==> src/rtl/mem_arbiter_if.sv <==
// pipeconnect memory bus bundle: request (A, R, W, WD, WBE) and response (HOLD, RD).
// The master modport drives the request; the slave modport answers it.
interface mem_arbiter_if;
    logic [31:0] a;
    logic        r;
    logic        w;
    logic [31:0] wd;
    logic [3:0]  wbe;
    logic        hold;
    logic [31:0] rd;

    modport master (output a, r, w, wd, wbe, input hold, rd);
    modport slave  (input a, r, w, wd, wbe, output hold, rd);
endinterface

==> src/rtl/mem_arbiter.sv <==
// Two-master burst-locking arbiter for the pipeconnect memory bus, with read-return routing.
// Define MEM_ARB_ROUND_ROBIN_EN for round-robin ties; otherwise master 1 wins unlocked ties.
module mem_arbiter #(
    parameter int RD_LAT    = 1,
    parameter int MAX_BURST = 8
) (
    input  logic          clock,
    input  logic          rst_n,
    mem_arbiter_if.slave  m0_bus,
    mem_arbiter_if.slave  m1_bus,
    mem_arbiter_if.master s_bus
);
    localparam int CNT_W = $clog2(MAX_BURST) + 1;
    localparam logic [CNT_W-1:0] CNT_MAX = CNT_W'(MAX_BURST);

    logic             lock_valid_q, lock_valid_d;
    logic             lock_id_q, lock_id_d;
    logic [CNT_W-1:0] beat_cnt_q, beat_cnt_d;
    logic             last_winner_q, last_winner_d;
    logic [RD_LAT-1:0] rd_vld_q, rd_vld_d;
    logic [RD_LAT-1:0] rd_id_q, rd_id_d;

    logic act0, act1, owner_act, other_act, expired, keep;
    logic tie_id, gnt_vld, gnt_id, accept;

    always_ff @(posedge clock or negedge rst_n) begin
        if (!rst_n) begin
            lock_valid_q  <= 1'b0;
            lock_id_q     <= 1'b0;
            beat_cnt_q    <= '0;
            last_winner_q <= 1'b1;
            rd_vld_q      <= '0;
            rd_id_q       <= '0;
        end else begin
            lock_valid_q  <= lock_valid_d;
            lock_id_q     <= lock_id_d;
            beat_cnt_q    <= beat_cnt_d;
            last_winner_q <= last_winner_d;
            rd_vld_q      <= rd_vld_d;
            rd_id_q       <= rd_id_d;
        end
    end

    // Grant is combinational so the request path adds no cycles.
    always_comb begin
        act0      = m0_bus.r | m0_bus.w;
        act1      = m1_bus.r | m1_bus.w;
        owner_act = lock_id_q ? act1 : act0;
        other_act = lock_id_q ? act0 : act1;
        expired   = (beat_cnt_q == CNT_MAX) && other_act;
        keep      = lock_valid_q && owner_act && !expired;
`ifdef MEM_ARB_ROUND_ROBIN_EN
        tie_id    = ~last_winner_q;
`else
        tie_id    = 1'b1;
`endif
        gnt_vld   = rst_n && (act0 || act1);
        if (keep)              gnt_id = lock_id_q;
        else if (act0 && act1) gnt_id = tie_id;
        else                   gnt_id = act1;
        accept    = gnt_vld && !s_bus.hold;
    end

    always_comb begin
        lock_valid_d  = lock_valid_q;
        lock_id_d     = lock_id_q;
        beat_cnt_d    = beat_cnt_q;
        last_winner_d = last_winner_q;
        if (accept) begin
            lock_valid_d  = 1'b1;
            lock_id_d     = gnt_id;
            last_winner_d = gnt_id;
            if (lock_valid_q && (lock_id_q == gnt_id))
                beat_cnt_d = (beat_cnt_q == CNT_MAX) ? beat_cnt_q : beat_cnt_q + CNT_W'(1);
            else
                beat_cnt_d = CNT_W'(1);
        end else if (lock_valid_q && !owner_act) begin
            lock_valid_d = 1'b0;
            beat_cnt_d   = '0;
        end
        rd_vld_d    = '0;
        rd_id_d     = '0;
        rd_vld_d[0] = accept && s_bus.r;
        rd_id_d[0]  = gnt_id;
        for (int i = 1; i < RD_LAT; i++) begin
            rd_vld_d[i] = rd_vld_q[i-1];
            rd_id_d[i]  = rd_id_q[i-1];
        end
    end

    always_comb begin
        s_bus.a   = '0;
        s_bus.r   = 1'b0;
        s_bus.w   = 1'b0;
        s_bus.wd  = '0;
        s_bus.wbe = '0;
        if (gnt_vld) begin
            s_bus.a   = gnt_id ? m1_bus.a   : m0_bus.a;
            s_bus.r   = gnt_id ? m1_bus.r   : m0_bus.r;
            s_bus.w   = gnt_id ? m1_bus.w   : m0_bus.w;
            s_bus.wd  = gnt_id ? m1_bus.wd  : m0_bus.wd;
            s_bus.wbe = gnt_id ? m1_bus.wbe : m0_bus.wbe;
        end
        m0_bus.hold = gnt_vld && act0 && (gnt_id ? 1'b1 : s_bus.hold);
        m1_bus.hold = gnt_vld && act1 && (gnt_id ? s_bus.hold : 1'b1);
        // Read data follows the id captured at acceptance, not the current grant.
        m0_bus.rd = (rd_vld_q[RD_LAT-1] && !rd_id_q[RD_LAT-1]) ? s_bus.rd : '0;
        m1_bus.rd = (rd_vld_q[RD_LAT-1] &&  rd_id_q[RD_LAT-1]) ? s_bus.rd : '0;
    end
endmodule

==> src/flat_wrapper.sv <==
// flat-port wrapper written by rule: the top's interface ports become plain ports
module mem_arbiter_flat 
#(
    parameter int RD_LAT    = 1,
    parameter int MAX_BURST = 8
)
  (clock, rst_n, m0_bus_a, m0_bus_r, m0_bus_w, m0_bus_wd, m0_bus_wbe, m0_bus_hold, m0_bus_rd, m1_bus_a, m1_bus_r, m1_bus_w, m1_bus_wd, m1_bus_wbe, m1_bus_hold, m1_bus_rd, s_bus_a, s_bus_r, s_bus_w, s_bus_wd, s_bus_wbe, s_bus_hold, s_bus_rd);
  mem_arbiter_if m0_bus_i ();
  mem_arbiter_if m1_bus_i ();
  mem_arbiter_if s_bus_i ();
  input  logic clock;
  input  logic rst_n;
  input wire logic [$bits(m0_bus_i.a)-1:0] m0_bus_a;
  input wire logic [$bits(m0_bus_i.r)-1:0] m0_bus_r;
  input wire logic [$bits(m0_bus_i.w)-1:0] m0_bus_w;
  input wire logic [$bits(m0_bus_i.wd)-1:0] m0_bus_wd;
  input wire logic [$bits(m0_bus_i.wbe)-1:0] m0_bus_wbe;
  output wire logic [$bits(m0_bus_i.hold)-1:0] m0_bus_hold;
  output wire logic [$bits(m0_bus_i.rd)-1:0] m0_bus_rd;
  input wire logic [$bits(m1_bus_i.a)-1:0] m1_bus_a;
  input wire logic [$bits(m1_bus_i.r)-1:0] m1_bus_r;
  input wire logic [$bits(m1_bus_i.w)-1:0] m1_bus_w;
  input wire logic [$bits(m1_bus_i.wd)-1:0] m1_bus_wd;
  input wire logic [$bits(m1_bus_i.wbe)-1:0] m1_bus_wbe;
  output wire logic [$bits(m1_bus_i.hold)-1:0] m1_bus_hold;
  output wire logic [$bits(m1_bus_i.rd)-1:0] m1_bus_rd;
  output wire logic [$bits(s_bus_i.a)-1:0] s_bus_a;
  output wire logic [$bits(s_bus_i.r)-1:0] s_bus_r;
  output wire logic [$bits(s_bus_i.w)-1:0] s_bus_w;
  output wire logic [$bits(s_bus_i.wd)-1:0] s_bus_wd;
  output wire logic [$bits(s_bus_i.wbe)-1:0] s_bus_wbe;
  input wire logic [$bits(s_bus_i.hold)-1:0] s_bus_hold;
  input wire logic [$bits(s_bus_i.rd)-1:0] s_bus_rd;
  assign m0_bus_i.a = m0_bus_a;
  assign m0_bus_i.r = m0_bus_r;
  assign m0_bus_i.w = m0_bus_w;
  assign m0_bus_i.wd = m0_bus_wd;
  assign m0_bus_i.wbe = m0_bus_wbe;
  assign m0_bus_hold = m0_bus_i.hold;
  assign m0_bus_rd = m0_bus_i.rd;
  assign m1_bus_i.a = m1_bus_a;
  assign m1_bus_i.r = m1_bus_r;
  assign m1_bus_i.w = m1_bus_w;
  assign m1_bus_i.wd = m1_bus_wd;
  assign m1_bus_i.wbe = m1_bus_wbe;
  assign m1_bus_hold = m1_bus_i.hold;
  assign m1_bus_rd = m1_bus_i.rd;
  assign s_bus_a = s_bus_i.a;
  assign s_bus_r = s_bus_i.r;
  assign s_bus_w = s_bus_i.w;
  assign s_bus_wd = s_bus_i.wd;
  assign s_bus_wbe = s_bus_i.wbe;
  assign s_bus_i.hold = s_bus_hold;
  assign s_bus_i.rd = s_bus_rd;
  mem_arbiter #(.RD_LAT(RD_LAT), .MAX_BURST(MAX_BURST)) u_core (.clock(clock), .rst_n(rst_n), .m0_bus(m0_bus_i), .m1_bus(m1_bus_i), .s_bus(s_bus_i));
endmodule
==> config.mk <==
export PLATFORM = sky130hd
export DESIGN_NAME = mem_arbiter_flat
export DESIGN_NICKNAME = d
export VERILOG_FILES = /design/src/rtl/mem_arbiter_if.sv /design/src/rtl/mem_arbiter.sv /design/src/flat_wrapper.sv
export SDC_FILE = /design/constraint.sdc
export NUM_CORES = 1
export LEC_CHECK = 0
export ABC_AREA = 1
export CAP_MARGIN = 5
export CELL_PAD_IN_SITES_DETAIL_PLACEMENT = 0
export CELL_PAD_IN_SITES_GLOBAL_PLACEMENT = 1
export CORE_UTILIZATION = 12
export DETAILED_ROUTE_END_ITERATION = 12
export PLACE_DENSITY = 0.95
export SLEW_MARGIN = 20
export SYNTH_ARGS = -nofsm -noshare
export SYNTH_HDL_FRONTEND = slang
export SYNTH_SLANG_ARGS = --single-unit
==> constraint.sdc <==
create_clock -name clock -period 2.17 [get_ports clock]
set_input_delay 0.217 -clock clock [delete_from_list [all_inputs] [get_ports clock]]
set_output_delay 0.217 -clock clock [all_outputs]
set_load 0.01 [all_outputs]
==> flow_summary_export.csv, run 1 <==
group,metric,value,unit
run_status,outcome,"finished, violations left",
run_status,violations,"setup timing",
timing,maxSlewViolCount,0,
timing,fin_crit,2190,ps
min_path,worstHoldPathType,"input port to async pin",
power,vdd_drop_max,0.000262,V
timing,finalSetupViolCount,3,
finish,fillCellCount,1683,
setup_path,r2r_slack,420,ps
clocking,clk_latency,240,ps
clocking,cts_hold_buf,0,
finish,n_antenna_cell,0,
setup_path,cp_max_fo,7,
routing,wirelength,14700,um
power,p_leak,2.69,nW
routing,drt_iter0_markers,141,
floorplan,design.core.area,15900,sq um
setup_path,cp-end-kind,"output pin",
timing,worst_slack,-17.7,ps
setup_path,setup.worst_path.start_class,"register",
routing,vias,3875,
clocking,cts_buffer_depth,2,
power,p_total,3.27,mW
place,routabilityCongestion,0.799,
setup_path,crit_type,"register to output pin",
setup_path,required,1950,ps
logic_synthesis,ys_warn_count,0,
timing,hold_viol,0,
logic_synthesis,netlist_instances,411,
logic_synthesis,synth_seq_cells,8,
logic_synthesis,avgSynthCellArea,4.76,sq um
setup_path,path_common_cell,"nor2_1",
grt,overflow,0,
setup_path,r2r-end,"u_core.rd_vld_q",
logic_synthesis,synth.distinct_cells,21,
floorplan,dieArea,16800,sq um
timing,max_slew.worst_pin.slew,325,ps
finish,syn_to_final_growth,205,%
grt,grt_use_met3,3.32,%
timing,timing.final.crit_share,101,%
grt,grt_first_pass_wirelength,20100,um
clocking,cts_root_buf,"clkbuf_16",
setup_path,path_cells,"inv_2 -> ha_4 -> nand3_4 -> nand4_1 -> nand2_2 -> nand2_8 -> clkinv_8 -> buf_12 -> buf_16 -> nor2_1 -> nor2_1 -> buf_2",
routing,ant_nets,0,
grt,grt_antenna_before_repair,0,
routing,routed_via_density,4.05,
clocking,cts_tree,"built",
grt,busiest_layer,"met2",
floorplan,die_h,130,um
timing,maxSlewHeadroom,78.3,%
timing,clock-skew-final,2.22,ps
finish,nNetsFinal,919,
logic_synthesis,seq_area_frac_synth,10.2,%
setup_path,r2r_cells,12,
power,power_density,548,nW/um^2
setup_path,arrival,1970,ps
grt,use_met2,31.1,%
grt,grt_pass1_vias,3799,
timing,rsz0062_at_grt,"true",
setup_path,cp_slowest_cell,"dfrtp_1",
routing,drtPass1Iterations,4,
logic_synthesis,netlist_area,1960,sq um
grt,track_usage,15.8,%
place,hpwl,10200,um
routing,drc,0,
setup_path,timing.rr.start,"u_core.beat_cnt_q[1]",
setup_path,max_stage_delay,380,ps
floorplan,die_w,130,um
clocking,clkSinkCount,8,
place,pre_cts_ws,-478,ps
clocking,clk_pin_slew,40,ps
place,io_buffers,310,
logic_synthesis,syn_nets,588,
grt,grt_max_degree,45,
grt,grtUsageMet1,16.9,%
finish,drive_gt1_share,28.9,%
timing,clock.fmax,457,MHz
floorplan,ios,311,
routing,wire_per_inst,15.3,um
clocking,cts_buffers,3,
floorplan,initial_utilization,12.3,%
clocking,cts_htree_levels,1,
job,drv_cap,0,
floorplan,rows,46,
report_power, final:
group | switching, mW | total [mW] | internal (mW)
Sequential | 0.0185 | 0.193 | 0.174
Clock | 0.0775 | 0.316 | 0.238
Combinational | 1.39 | 2.76 | 1.37
Total | 1.49 | 3.27 | 1.78
area by class of cell:
class,count,area [sq um],area share [%]
inverters,49,196,3.29
well taps,216,270,4.53
flip-flops and latches,8,200,3.36
repair buffers,354,3400,57.0
clock buffers,3,75.1,1.26
multi-input cells,326,1820,30.5
cell families (layout without fill, tap and decap cells):
group,Yosys count,in the layout,synth area share (%)
XOR/XNOR,2,2,0.895
flip-flops,8,8,10.2
AND/OR/NAND/NOR,249,249,50.1
adder cells (fa/ha/maj),2,2,1.28
buffers and inverters,77,406,18.3
AO/OA/AOI/OAI,73,73,19.2
worst max-delay path by stage:
stage / startpoint / end / cells after the start
after global placement: m0_bus_r / s_bus_wd[31] / 11
after global routing: u_core.beat_cnt_q[1] / s_bus_wd[17] / 12
after floorplan: u_core.beat_cnt_q[0] / m1_bus_hold / 9
after CTS: u_core.beat_cnt_q[0] / s_bus_a[29] / 11
after detailed placement: m0_bus_r / s_bus_wd[24] / 12
final: u_core.beat_cnt_q[1] / s_bus_wd[17] / 12
state kept, by name, summed over array words and instances (netlist names):
signal and flops:
u_core.rd_vld_q 1, u_core.beat_cnt_q 4, u_core.lock_id_q 1, u_core.lock_valid_q 1
u_core.rd_id_q 1
synth_stat cells:
| cell | n | area, sq um |
|---|---|---|
| a211oi_2 | 1 | 12.5 |
| buf_2 | 7 | 35.0 |
| buf_6 | 8 | 90.1 |
| clkbuf_1 | 13 | 48.8 |
| dfrtp_1 | 8 | 200 |
| ha_1 | 2 | 25.0 |
| inv_1 | 47 | 176 |
| inv_2 | 2 | 7.51 |
| nand2_1 | 25 | 93.8 |
| nand2_2 | 2 | 12.5 |
| nand3_1 | 6 | 30.0 |
| nand3_2 | 1 | 10.0 |
| nand4_1 | 4 | 25.0 |
| nor2_1 | 208 | 781 |
| nor2_2 | 1 | 6.26 |
| nor2_4 | 2 | 22.5 |
| o21ai_0 | 14 | 70.1 |
| o21ai_1 | 57 | 285 |
| o21ai_2 | 1 | 8.76 |
| xnor2_1 | 1 | 8.76 |
| xor2_1 | 1 | 8.76 |
layout by cell type (no fill, tap or decap), types with 6 or more instances in the layout:
cell and count:
clkdlybuf4s50_1 234, nor2_1 174, buf_2 64, inv_1 44
o21ai_2 36, nor2_2 24, nand2_1 23, o21ai_1 21
buf_4 20, nor2_4 13, buf_12 10, o21ai_4 9
dfrtp_1 8, o21ai_0 6, clkbuf_16 6, buf_16 6
buf_6 6
per-layer routing:
metal	routed length (um)	share of wire (%)
met4	159	1.1
met3	1320	9.0
met2	7610	52
met5	0	0
met1	5570	38
through the flow:
stage | hold WS [ps] | std cells | TNS [ps] | util (%) | instance area [sq um]
5_1_grt | 374 | 956 | -3200 | 37.5 | 5960
6_report | 331 | 956 | -26.3 | 37.5 | 5960
2_1_floorplan | -78.6 | 411 | 0 | - | 1960
3_3_place_gp | 568 | 933 | -25160 | 34.0 | 5400
4_1_cts | 345 | 953 | -193 | 35.3 | 5600
3_5_place_dp | 573 | 933 | -29840 | 34.0 | 5400
what timing repair did:
action                     4_1_cts  5_1_grt
hold endpoints to repair         0        0
gates resized for setup        313      111
pin swaps                        6       16
setup endpoints to repair       72       72
cloned                           8        3
setup buffers                    9        3
critical path, delay by kind of cell (launching register included):
kind | cells | cell delay, ps
buf+inv | 5 | 600
flops | 1 | 380
fa+ha+maj | 1 | 140
simple gates | 6 | 620
No activity file was read; power rests on OpenSTA's default activity.
==> run 2, diff against run 1 <==
--- a/config.mk
+++ b/config.mk
@@ -9,6 +9,7 @@
 export CAP_MARGIN = 5
 export CELL_PAD_IN_SITES_DETAIL_PLACEMENT = 0
 export CELL_PAD_IN_SITES_GLOBAL_PLACEMENT = 1
+export CORE_MARGIN = 2
 export CORE_UTILIZATION = 12
 export DETAILED_ROUTE_END_ITERATION = 12
 export PLACE_DENSITY = 0.95
==> run 2 against run 1 <==
Highest routed layer unchanged; total power is 2.8% lower; via count is 0.31% lower; final cell count is 0.73% higher; non-clock buffer count is 7 higher; critical endpoint is now s_bus_wd[31]; combinational power is 3% lower; wire length is 7.1% lower; fmax is 1.9% lower; setup slack worse by 42 ps; die area is 3.1% higher; register-to-register slack hardly changed; critical path depth stayed put; the flow still finishes with violations (setup timing).
==> flow_summary_export.csv, run 2 (synthesized netlist as in run 1, its figures left out) <==
group,metric,value,unit
clocking,cts_tree,"built",
setup_path,required,1950,ps
finish,final_cell_area,5890,sq um
grt,grt_max_degree,69,
power,vdd_drop_max,0.000251,V
grt,track_usage,14.7,%
grt,use_met2,27.1,%
timing,max_slew.worst_pin.slew,343,ps
timing,finalSetupViolCount,41,
floorplan,die_w,132,um
timing,fin_crit,2230,ps
finish,syn_to_final_growth,201,%
floorplan,initial_utilization,12.3,%
run_status,violations,"setup timing",
floorplan,rows,46,
clocking,cts_hold_buf,0,
setup_path,setup.worst_path.start_class,"register",
timing,rsz0062_at_grt,"true",
routing,wirelength,13600,um
run_status,outcome,"finished, violations left",
floorplan,ios,311,
routing,routed_via_density,4.01,
routing,drt_iter0_markers,136,
clocking,cts_htree_levels,1,
finish,multi_input_area,1760,sq um
routing,drc,0,
finish,fillCellCount,1712,
grt,busiest_layer,"met2",
floorplan,die_h,132,um
grt,grt_first_pass_wirelength,20700,um
setup_path,cp-end-kind,"output pin",
setup_path,crit_type,"register to output pin",
timing,hold_viol,0,
timing,clock.fmax,449,MHz
timing,timing.final.crit_share,103,%
timing,worst_slack,-59.5,ps
finish,drive_gt1_share,27.6,%
clocking,clkSinkCount,8,
grt,grt_antenna_before_repair,0,
place,hpwl,10700,um
grt,overflow,0,
timing,maxSlewHeadroom,77.1,%
floorplan,dieArea,17400,sq um
place,dp.cells,947,
finish,regMostFlops,"u_core.beat_cnt_q",
timing,maxSlewViolCount,0,
clocking,clk_latency,230,ps
clocking,clk_pin_slew,40,ps
place,placed_area,5490,sq um
routing,wire_per_inst,14.1,um
timing,clock-skew-final,3.08,ps
clocking,cts_buffers,3,
min_path,worstHoldPathType,"input port to async pin",
place,routabilityCongestion,0.807,
power,p_leak,2.66,nW
finish,nNetsFinal,926,
routing,ant_nets,0,
finish,largest_register_ff_count,4,
setup_path,cp_max_fo,7,
place,io_buffers,310,
grt,grt_pass1_vias,3891,
finish,fin_cells,963,
clocking,cts_root_buf,"clkbuf_16",
finish,layout.cells.most_common,"clkdlybuf4s50_1",
job,drv_cap,0,
floorplan,design.core.area,15900,sq um
grt,grt_use_met3,4.42,%
setup_path,arrival,2010,ps
finish,n_antenna_cell,0,
power,power_density,539,nW/um^2
finish,layout_common_cells,"clkdlybuf4s50_1, nor2_1, buf_2, o21ai_1, inv_1",
grt,grtUsageMet1,17.0,%
clocking,cts_buffer_depth,2,
routing,vias,3863,
finish,regArea,200,sq um
power,p_total,3.18,mW
timing,hold_slack,314,ps
routing,drtPass1Iterations,4,
-- run 2: worst max-delay path, cell delays in order (launching register included) --
cell     delay, ps
dfrtp_1        360
inv_2           70
ha_4           160
nand3_4         70
nand4_1        130
nand2_2        110
nand2_4        100
buf_12         150
buf_12         140
buf_6          130
o21ai_0        140
nor2_1          70
buf_2          140
-- run 2: path summary, 6_finish.rpt --
| check | from | endpoint | slack (ps) | cells past startpoint |
|---|---|---|---|---|
| setup / recovery | u_core.beat_cnt_q[0] | s_bus_wd[31] | -60 | 12 |
| hold / removal | rst_n | u_core.beat_cnt_q[1] | 310 | 2 |
| setup reg to reg | u_core.beat_cnt_q[0] | u_core.rd_vld_q | 430 | 12 |
| hold reg to reg | u_core.beat_cnt_q[2] | u_core.beat_cnt_q[2] | 590 | 3 |
| max in group asynchronous | rst_n | u_core.beat_cnt_q[3] | 1710 | 2 |
| min in group clock | u_core.beat_cnt_q[2] | u_core.beat_cnt_q[2] | 590 | 3 |
-- run 2: where the power goes --
group,switching (mW),leakage [nW],total [mW],internal [mW]
Clock,0.0729,0.0370,0.311,0.238
Sequential,0.0213,0.102,0.196,0.174
Combinational,1.28,2.52,2.67,1.39
Total,1.38,2.66,3.18,1.80
-- run 2: cell type report --
| type | count | area share [%] |
|---|---|---|
| timing repair buffer | 361 | 57.7 |
| multi-input combinational | 326 | 29.9 |
| tap | 216 | 4.59 |
| sequential | 8 | 3.40 |
| inverter | 49 | 3.21 |
| clock buffer | 3 | 1.27 |
-- run 2: metrics by stage --
stage,setup slack [ps],TNS [ps],utilization [%]
finish,-59.5,-1340,37.0
global route,-147,-6370,37.0
CTS,-208,-5970,36.5
detailed placement,-516,-29500,34.5
global placement,-483,-27470,34.5
floorplan,445,0,-
-- run 2: per-layer routing --
| metal | up-vias | wire, um | part of all wire, % |
|---|---|---|---|
| met1 | 1695 | 5230 | 38 |
| met5 | - | 0 | 0 |
| met2 | 227 | 6990 | 51 |
| met3 | 10 | 1270 | 9.3 |
| li1 | 1931 | - | - |
| met4 | 0 | 130 | 0.95 |
-- run 2: timing repair --
item / 4_1_cts / 5_1_grt
pin swaps: 15 / 37
setup buffers: 11 / 2
gates resized for setup: 280 / 148
setup endpoints to repair: 72 / 72
gates cloned: 4 / 0
==> run 3, diff against run 2 <==
--- a/config.mk
+++ b/config.mk
@@ -9,6 +9,7 @@
 export CAP_MARGIN = 5
 export CELL_PAD_IN_SITES_DETAIL_PLACEMENT = 0
 export CELL_PAD_IN_SITES_GLOBAL_PLACEMENT = 1
+export CORE_ASPECT_RATIO = 1.4
 export CORE_MARGIN = 2
 export CORE_UTILIZATION = 12
 export DETAILED_ROUTE_END_ITERATION = 12
==> constraint.sdc (replaced) <==
create_clock -name clock -period 2.3 [get_ports clock]
set_input_delay 0.23 -clock clock [delete_from_list [all_inputs] [get_ports clock]]
set_output_delay 0.23 -clock clock [all_outputs]
set_load 0.01 [all_outputs]
==> run 3 against run 2 <==
Clock skew decreased by 1.8 ps; first-iteration DRC count increased by 10%; setup slack improved by 88 ps; sequential share of layout area increased by 0.29 points; flip-flop and latch count unchanged; die area about the same; the flow now finishes without violations; critical path depth unchanged; non-clock buffer count decreased by 20; combinational power decreased by 25%; clock power decreased by 5%; hold slack improved by 3.9 ps.
==> flow_summary_export.csv, run 3 (synthesized netlist as in run 1, its figures left out) <==
group,metric,value,unit
floorplan,die_w,112,um
timing,fin_crit,2270,ps
timing,timing.final.crit_share,98.7,%
setup_path,path_cells,"inv_1 -> ha_2 -> nand3_2 -> nand4_1 -> nand2_2 -> nand2_4 -> inv_8 -> buf_12 -> buf_16 -> nor2_1 -> nor2_1 -> dlygate4sd2_1",
routing,drc,0,
setup_path,max_stage_delay,370,ps
grt,overflow,0,
finish,drive_gt1_share,16.2,%
power,vdd_drop_max,0.000437,V
routing,drt_iter0_markers,150,
timing,maxSlewHeadroom,76.2,%
grt,grt_max_degree,51,
routing,drtPass1Iterations,4,
floorplan,die_h,155,um
job,drv_cap,0,
routing,wirelength,12400,um
routing,vias,3631,
timing,max_slew.worst_pin.slew,357,ps
finish,layout_common_cells,"clkdlybuf4s50_1, nor2_1, o21ai_1, inv_1, clkbuf_2",
routing,ant_nets,0,
finish,largest_register_ff_count,4,
grt,grt_first_pass_wirelength,18600,um
routing,routed_via_density,3.92,
floorplan,dieArea,17400,sq um
min_path,worstHoldPathType,"input port to async pin",
finish,regMostFlops,"u_core.beat_cnt_q",
power,power_density,459,nW/um^2
timing,clock-skew-final,1.31,ps
setup_path,required,2070,ps
finish,syn_to_final_growth,177,%
place,placed_area,5330,sq um
routing,wire_per_inst,13.4,um
clocking,cts_buffers,3,
timing,maxSlewViolCount,0,
timing,finalSetupViolCount,0,
finish,layout.cells.most_common,"clkdlybuf4s50_1",
grt,track_usage,13.2,%
floorplan,ios,311,
setup_path,cp_slowest_cell,"dfrtp_1",
grt,grt_antenna_before_repair,1,
clocking,cts_htree_levels,1,
finish,fillCellCount,1776,
setup_path,crit_type,"register to output pin",
floorplan,initial_utilization,12.2,%
place,io_buffers,310,
clocking,clk_pin_slew,40,ps
clocking,cts_root_buf,"clkbuf_16",
setup_path,path_common_cell,"nor2_1",
timing,hold_slack,318,ps
power,p_leak,2.55,nW
clocking,clk_latency,230,ps
run_status,outcome,"complete, no violations",
finish,final_cell_area,5420,sq um
clocking,cts_buffer_depth,2,
setup_path,cp_max_fo,14,
finish,nNetsFinal,906,
clocking,clkSinkCount,8,
setup_path,cp-end-kind,"output pin",
place,hpwl,9470,um
grt,grt_pass1_vias,3498,
setup_path,setup.worst_path.start_class,"register",
clocking,cts_tree,"built",
place,routabilityCongestion,0.792,
timing,hold_viol,0,
clocking,cts_hold_buf,0,
floorplan,rows,55,
floorplan,design.core.area,16100,sq um
timing,clock.fmax,440,MHz
setup_path,arrival,2040,ps
timing,rsz0062_at_grt,"true",
[run 3: layer usage]
| layer | up-vias | track usage [%] | part of all wire, % |
|---|---|---|---|
| met1 | 1583 | 14.7 | 38 |
| li1 | 1892 | - | - |
| met3 | 14 | 3.78 | 7.4 |
| met5 | - | 0 | 0 |
| met2 | 142 | 24.3 | 53 |
| met4 | 0 | 3.60 | 1.8 |
[run 3: final cells by class]
| cell class | count | area (sq um) | area share, % |
|---|---|---|---|
| flip-flops and latches | 8 | 200 | 3.69 |
| clock buffers | 3 | 75.1 | 1.38 |
| well taps | 199 | 249 | 4.59 |
| inverters | 49 | 191 | 3.53 |
| multi-input cells | 326 | 1450 | 26.7 |
| diodes | 1 | 2.50 | 0.0462 |
| repair buffers | 341 | 3260 | 60.1 |
[run 3: final timing paths]
kind / startpoint / endpoint / slack, ps / cells past startpoint
max: u_core.beat_cnt_q[0] / s_bus_wd[17] / 30 / 12
min: rst_n / u_core.rd_vld_q / 320 / 2
max reg2reg: u_core.beat_cnt_q[0] / u_core.rd_vld_q / 590 / 12
min reg2reg: u_core.beat_cnt_q[3] / u_core.beat_cnt_q[3] / 540 / 2
max in group asynchronous: rst_n / u_core.lock_valid_q / 1840 / 2
min in group clock: u_core.beat_cnt_q[3] / u_core.beat_cnt_q[3] / 540 / 2
[run 3: per-stage QoR]
step | setup TNS, ps | util (%) | setup slack [ps] | std cells | power (mW)
finish | 0 | 33.7 | 28.9 | 927 | 2.49
CTS | -433 | 34.6 | -169 | 924 | 2.52
floorplan | 0 | - | 562 | 411 | 1.04
global route | -1210 | 33.7 | -120 | 926 | 2.69
global placement | -19510 | 33.1 | -367 | 913 | 2.01
detailed placement | -20880 | 33.1 | -366 | 913 | 2.02
[run 3: timing repair]
item                       4_1_cts  5_1_grt
pin swaps                        2        6
gates resized for setup        134       99
setup endpoints to repair       72       69
setup buffers                    3        2
cloned                           5        0
[run 3: power breakdown]
| group | internal [mW] | switching [mW] |
|---|---|---|
| Sequential | 0.165 | 0.0182 |
| Combinational | 1.04 | 0.973 |
| Clock | 0.224 | 0.0700 |
| Total | 1.43 | 1.06 |
[run 3: critical path: cells and delay by family (launching register included)]
kind / cells / cell delay (ps)
DFF: 1 / 370
adders and majority gates: 1 / 170
buffers and inverters: 5 / 670
and+or+nand+nor: 6 / 600
